**src/rtl/scan_transfer_ctrl.sv**
```systemverilog
// scan_transfer_ctrl: drains one of two ping-pong scanner buffers per host
// request. Popped words go through a small show-ahead FIFO to a valid/ready
// output link, and each word carries a last-word marker and a source tag.

module scan_transfer_ctrl_chk (
    input logic clk,
    input logic rst,
    input logic push,
    input logic full
);
    // The pop strobe runs one slot ahead of the FIFO, so a push must never see a full FIFO.
    no_push_when_full: assert property (@(posedge clk) disable iff (!rst) !(push && full));
endmodule

module scan_transfer_ctrl #(
    parameter int DATA_W     = 8,
    parameter int FIFO_DEPTH = 4
) (
    input  logic              clk,
    input  logic              rst,
    input  logic              transfer_input,
    input  logic              ready_to_transfer,
    input  logic              ready_to_transfer2,
    input  logic [7:0]        data_count,
    input  logic [7:0]        data_count2,
    input  logic [DATA_W-1:0] rd_data,
    input  logic [DATA_W-1:0] rd_data2,
    output logic              transfer,
    output logic              transfer2,
    output logic [DATA_W-1:0] out_data,
    output logic              out_valid,
    input  logic              out_ready,
    output logic              out_last,
    output logic              out_src,
    output logic              busy,
    output logic [7:0]        frames_done,
    output logic              xfer_abort
);
    localparam int PTR_W = $clog2(FIFO_DEPTH);
    localparam int CNT_W = PTR_W + 1;

    typedef enum logic [1:0] {
        IDLE   = 2'd0,
        DRAIN0 = 2'd1,
        DRAIN1 = 2'd2
    } state_t;

    state_t              state_r, state_s;
    logic                rr_next_r, rr_next_s;
    logic                transfer_s, transfer2_s, xfer_abort_s, busy_s;
    logic [7:0]          frames_done_s;
    logic                push_s, push_last_s, push_src_s, fifo_pop_s, room_s;
    logic [DATA_W-1:0]   push_data_s;

    logic [DATA_W-1:0]   mem_data_r [FIFO_DEPTH];
    logic [FIFO_DEPTH-1:0] mem_last_r, mem_src_r;
    logic [PTR_W-1:0]    wr_ptr_r, rd_ptr_r;
    logic [CNT_W-1:0]    count_r;

    // Arbitration, pop/completion decode and next-cycle strobe computation.
    always_comb begin
        state_s       = state_r;
        rr_next_s     = rr_next_r;
        xfer_abort_s  = 1'b0;
        frames_done_s = frames_done;
        push_s        = 1'b0;
        push_data_s   = '0;
        push_last_s   = 1'b0;
        push_src_s    = 1'b0;
        case (state_r)
            IDLE: begin
                if (!transfer_input && ready_to_transfer && ready_to_transfer2) begin
                    state_s   = rr_next_r ? DRAIN1 : DRAIN0;
                    rr_next_s = ~rr_next_r;
                end else if (!transfer_input && ready_to_transfer) begin
                    state_s   = DRAIN0;
                    rr_next_s = 1'b1;
                end else if (!transfer_input && ready_to_transfer2) begin
                    state_s   = DRAIN1;
                    rr_next_s = 1'b0;
                end else begin
                    state_s   = IDLE;
                end
            end
            DRAIN0: begin
                if (transfer && (data_count != 8'd0)) begin
                    push_s      = 1'b1;
                    push_data_s = rd_data;
                    push_last_s = (data_count == 8'd1);
                    push_src_s  = 1'b0;
                    if (data_count == 8'd1) begin
                        state_s       = IDLE;
                        frames_done_s = frames_done + 8'd1;
                    end else begin
                        state_s = DRAIN0;
                    end
                end else if (transfer) begin
                    // Buffer was flushed under us: end the drain without a last word.
                    state_s      = IDLE;
                    xfer_abort_s = 1'b1;
                end else begin
                    state_s = DRAIN0;
                end
            end
            DRAIN1: begin
                if (transfer2 && (data_count2 != 8'd0)) begin
                    push_s      = 1'b1;
                    push_data_s = rd_data2;
                    push_last_s = (data_count2 == 8'd1);
                    push_src_s  = 1'b1;
                    if (data_count2 == 8'd1) begin
                        state_s       = IDLE;
                        frames_done_s = frames_done + 8'd1;
                    end else begin
                        state_s = DRAIN1;
                    end
                end else if (transfer2) begin
                    state_s      = IDLE;
                    xfer_abort_s = 1'b1;
                end else begin
                    state_s = DRAIN1;
                end
            end
            default: begin
                state_s = IDLE;
            end
        endcase
        // Two free slots before this edge leave room for the word still in flight.
        room_s      = (count_r <= CNT_W'(FIFO_DEPTH - 2));
        transfer_s  = (state_s == DRAIN0) && room_s;
        transfer2_s = (state_s == DRAIN1) && room_s;
        busy_s      = (state_s != IDLE);
    end

    assign fifo_pop_s = (count_r != '0) && out_ready;

    // Control state, registered strobes and status outputs.
    always_ff @(posedge clk or negedge rst) begin
        if (!rst) begin
            state_r     <= IDLE;
            rr_next_r   <= 1'b0;
            transfer    <= 1'b0;
            transfer2   <= 1'b0;
            busy        <= 1'b0;
            frames_done <= 8'd0;
            xfer_abort  <= 1'b0;
        end else begin
            state_r     <= state_s;
            rr_next_r   <= rr_next_s;
            transfer    <= transfer_s;
            transfer2   <= transfer2_s;
            busy        <= busy_s;
            frames_done <= frames_done_s;
            xfer_abort  <= xfer_abort_s;
        end
    end

    // Show-ahead FIFO storage, pointers and occupancy.
    always_ff @(posedge clk or negedge rst) begin
        if (!rst) begin
            for (int i = 0; i < FIFO_DEPTH; i++) begin
                mem_data_r[i] <= '0;
            end
            mem_last_r <= '0;
            mem_src_r  <= '0;
            wr_ptr_r   <= '0;
            rd_ptr_r   <= '0;
            count_r    <= '0;
        end else begin
            if (push_s) begin
                mem_data_r[wr_ptr_r] <= push_data_s;
                mem_last_r[wr_ptr_r] <= push_last_s;
                mem_src_r[wr_ptr_r]  <= push_src_s;
                wr_ptr_r             <= wr_ptr_r + PTR_W'(1);
            end
            if (fifo_pop_s) begin
                rd_ptr_r <= rd_ptr_r + PTR_W'(1);
            end
            case ({push_s, fifo_pop_s})
                2'b10:   count_r <= count_r + CNT_W'(1);
                2'b01:   count_r <= count_r - CNT_W'(1);
                default: count_r <= count_r;
            endcase
        end
    end

    assign out_valid = (count_r != '0);
    assign out_data  = mem_data_r[rd_ptr_r];
    assign out_last  = out_valid & mem_last_r[rd_ptr_r];
    assign out_src   = out_valid & mem_src_r[rd_ptr_r];

    scan_transfer_ctrl_chk u_chk (
        .clk  (clk),
        .rst  (rst),
        .push (push_s),
        .full (count_r == CNT_W'(FIFO_DEPTH))
    );
endmodule
```
**config.mk**
```make
export PLATFORM = sky130hd
export DESIGN_NAME = scan_transfer_ctrl
export DESIGN_NICKNAME = d
export VERILOG_FILES = /design/src/rtl/scan_transfer_ctrl.sv
export SDC_FILE = /design/constraint.sdc
export NUM_CORES = 1
export LEC_CHECK = 0
export BUFFER_PORTS_ARGS = -buffer_cell sky130_fd_sc_hd__buf_2
export CORE_MARGIN = 3
export CORE_UTILIZATION = 40
export CTS_CLUSTER_SIZE = 20
export DETAILED_ROUTE_END_ITERATION = 8
export MAX_ROUTING_LAYER = met4
export PLACE_DENSITY_LB_ADDON = 0.2
export SKIP_CTS_REPAIR_TIMING = 1
export SLEW_MARGIN = 10
export SYNTH_ARGS = -nofsm -noshare
export SYNTH_HDL_FRONTEND = slang
export SYNTH_SLANG_ARGS = --single-unit
export TNS_END_PERCENT = 30
```
**constraint.sdc**
```tcl
create_clock -name clk -period 2.6 [get_ports clk]
set_clock_uncertainty 0.2 [all_clocks]
set_input_delay 0.13 -clock clk [delete_from_list [all_inputs] [get_ports clk]]
set_output_delay 0.13 -clock clk [all_outputs]
set_load 0.02 [all_outputs]
```
==> out/results.md <==
| Step | Parameter | This run |
| --- | --- | --- |
| global route | Number of antenna violations at the first check in global routing | 0 |
| synthesis | Mean post-synth cell area | 13.6 µm² |
| global route | Global-route usage over all layers | 16.8% |
| routing | Routed len/inst | 15.7 µm |
| pwr | Peak ir drop on the vdd network | 374 µV |
| global route | Pin count of the biggest net entering global routing | 35 |
| cts | Number of buffers on the longest clock path | 2 |
| sta | Hold Slack | -0.0274 ns |
| synthesis | Post-synth cell types | 39 |
| hold path | Endpoint with the worst hold slack | rd_ptr_r[0]$_DFFE_PN0P_ |
| sta | Final critical delay including setup and external delays | 2.38 ns |
| outcome | Run status | finished, violations left |
| routing | DRC marker count from the first detailed-route iteration | 81 |
| cts | Number of sinks driven by the clock tree | 62 |
| synthesis | Count of synthesis-stage warnings from yosys | 0 |
| place | Placer congestion estimate | 0.842 |
| routing | Total vias in the final route | 2113 |
| synthesis | Synthesized instance count | 226 |
| final layout | Ant. Diodes | 0 |
| global route | Number of global-route vias before repair | 2115 |
| pwr | Leakage power | 1.84 nW |
| place | Count of input and output buffers | 60 |
| synthesis | Total of flip-flops plus latches after synthesis | 62 |
| sta | Normalized max-slew margin | 50.8% |
| hold path | Classification of the worst-slack hold path | in -> reg |
| floorplan | Die Y | 93.6 µm |
| sta | Final clock period utilization by the worst path | 91.6% |
| cts | Reg clk slew, reported paths | 0.07 ns |
| floorplan | Overall die area | 8760 µm² |
| final layout | Most common cell after layout, fill and taps aside | dfrtp_1 |
| synthesis | Net count after synthesis | 275 |
| place | Setup Slack @ Placement | 0.0652 ns |
| cts | Total CTS buffers | 9 |
| critical path | Worst-case reg-to-reg path depth | 10 |
| routing | DRC Markers | 0 |
| sta | Min setup slack post-route | 0.219 ns |
| critical path | Start-to-end type of the worst setup path | reg -> reg |
| routing | Residual antenna-violating net count after detailed routing | 0 |
| sta | Total Negative Setup Slacks | 0 ns |
| critical path | Timing startpoint of the critical path | state_r[0]$_DFF_PN0_ |
| sta | Setup-violating endpoint count in the final report | 0 |
| synthesis | Biggest area consumer among synthesized cells | dfrtp_1 |
| synthesis | Area share of the largest cell type after synthesis | 50.5% |
| routing | Routed Wire Length | 6.49 mm |
| outcome | Violated checks | hold timing |
| pwr | Overall Power | 4.05 mW |
| critical path | Signal arrival time at the worst endpoint | 2.43 ns |
| critical path | Reg-to-Reg End | count_r[2]$_DFFE_PN0P_ |
| floorplan | Placement row count | 31 |
| sta | Top achievable clock speed | 420 MHz |
| sta | Setup repair after global routing missed its margin | no |
| sta | Transition time of the tightest slew-check pin | 0.738 ns |
| critical path | Largest fanout on the critical path | 5 |
| hold path | Launch point of the worst hold path | out_ready |
| cts | CTS tree | built |
| final layout | Most frequent cells in the layout | dfrtp_1, buf_2, mux2_2, clkbuf_8 |
| critical path | Category of the worst setup path launch point | flop |
| final layout | Number of nets in the final layout | 360 |
| critical path | Worst EP required | 2.65 ns |
| floorplan | Placeable core region | 7330 µm² |
| pwr | Ratio of total power to cell area | 1060 nW/µm² |
| cts | Clock latency at the later pin of the worst-skew pair | 0.34 ns |
| final layout | Layout cells sized above 1 | 45.4% |
| critical path | FF-to-FF Start | state_r[0]$_DFF_PN0_ |
| sta | Number of endpoints with negative hold slack in the final report | 2 |
| critical path | Worst-case register-to-register setup slack | 0.22 ns |
| synthesis | Leading post-synthesis cells by cell area | dfrtp_1, mux2_2, mux4_2 |
| global route | Wire length of the first global-routing pass | 10.7 mm |
| floorplan | DIE WIDTH | 93.6 µm |
| synthesis | Sequential fraction of the synthesis area | 50.5% |
| final layout | Growth of design area from synthesis to finish | 24.2% |
| routing | Average vias per placed instance | 5.13 |
| floorplan | # IOs | 61 |
| cts | Number of H-tree branching levels | 3 |
| floorplan | Starting density of the core | 41.9% |
| flow run | Count of maximum capacitance violations | 0 |
| place | Placed wire-length estimate after detailed placement | 4.65 mm |
| cts | Root Driver | clkbuf_8 |
| critical path | CP Capture Type | flop |
| synthesis | Cell area after technology mapping | 3070 µm² |
| global route | Remaining Overflow, GRT | 0 |
| hold path | Worst Hold Depth | 3 |
| sta | Total count of max-transition violations in the final report | 0 |
| routing | First-pass detailed-route iteration total | 4 |
Yosys cell counts, drive strengths merged:
library cell / count
dfrtp: 62
inv: 11
nor4b: 3
nor2b: 1
and3: 1
nand3: 5
a21oi: 9
a22o: 8
nor2: 3
or3: 1
fa: 1
xnor2: 3
ha: 10
or4: 2
mux4: 10
nor3b: 1
o22ai: 2
nor3: 3
mux2: 42
a21o: 3
xor2: 10
nand3b: 2
o21ai: 2
mux2i: 1
o211a: 1
clkbuf: 1
and2: 5
and4: 1
buf: 2
o211ai: 1
a41oi: 1
nor4: 5
a31oi: 2
nand2: 11
logic make-up (layout without fill, tap and decap cells):
family          count (synthesis)  in the layout  share of synthesized area [%]
flops                          62             62                           50.5
mux                            53             53                           23.1
simple gates                   44             44                           8.48
compound gates                 29             29                           7.50
buf+inv                        14            101                           2.00
xor+xnor                       13             13                           3.71
fa+ha+maj                      11             11                           4.73
power by group:
part	total [mW]	internal, mW	switching (mW)
clock network	0.856	0.506	0.350
registers	1.65	1.35	0.301
logic	1.54	0.788	0.754
total	4.05	2.65	1.41
worst max path at each step:
stage | to | slack [ns]
2_1_floorplan | count_r[2]$_DFFE_PN0P_ | 0.19
5_1_grt | count_r[2]$_DFFE_PN0P_ | 0.04
6_report | count_r[2]$_DFFE_PN0P_ | 0.22
3_3_place_gp | count_r[2]$_DFFE_PN0P_ | 0.14
4_1_cts | count_r[2]$_DFFE_PN0P_ | 0.21
3_5_place_dp | count_r[2]$_DFFE_PN0P_ | 0.07
flip-flops by register name (all words and copies together), names as in the netlist:
signal / count
mem_data_r: 32
frames_done: 8
wr_ptr_r: 2
rr_next_r: 1
busy: 1
state_r: 2
transfer2: 1
count_r: 3
mem_last_r: 4
mem_src_r: 4
xfer_abort: 1
transfer: 1
rd_ptr_r: 2
metrics by stage:
stage / cell area [µm²] / std cells / utilization [%]
global route: 3810 / 412 / 52.0
detailed placement: 3550 / 392 / 48.4
CTS: 3740 / 405 / 51.1
finish: 3810 / 412 / 52.0
global placement: 3550 / 392 / 48.4
floorplan: 3070 / 226 / -
per-layer routing:
layer	global-route usage (%)	part of all wire [%]	vias to the layer above
met2	25.3	47	37
met3	4.10	3.5	10
met5	-	0	-
met4	6.86	1.9	0
li1	-	-	1008
met1	21.9	48	1058
area by class of cell:
| cell class | count | area, µm² |
|---|---|---|
| Fill cell | 642 | 3520 |
| Sequential cell | 62 | 1550 |
| Multi-Input combinational cell | 150 | 1460 |
| Timing Repair Buffer | 77 | 445 |
| Clock buffer | 12 | 165 |
| Tap cell | 99 | 124 |
| Inverter | 11 | 41.3 |
| Clock inverter | 1 | 30.0 |
critical path: stages (launching register included):
cell     delay (ns)
dfrtp_1        0.38
inv_1          0.07
ha_1           0.26
o211a_4        0.17
o21ai_2        0.14
ha_1           0.20
inv_1          0.06
fa_1           0.38
xor2_1         0.15
nor2_1         0.11
xor2_1         0.16
Note: power is estimated with default switching activity, not from simulation.
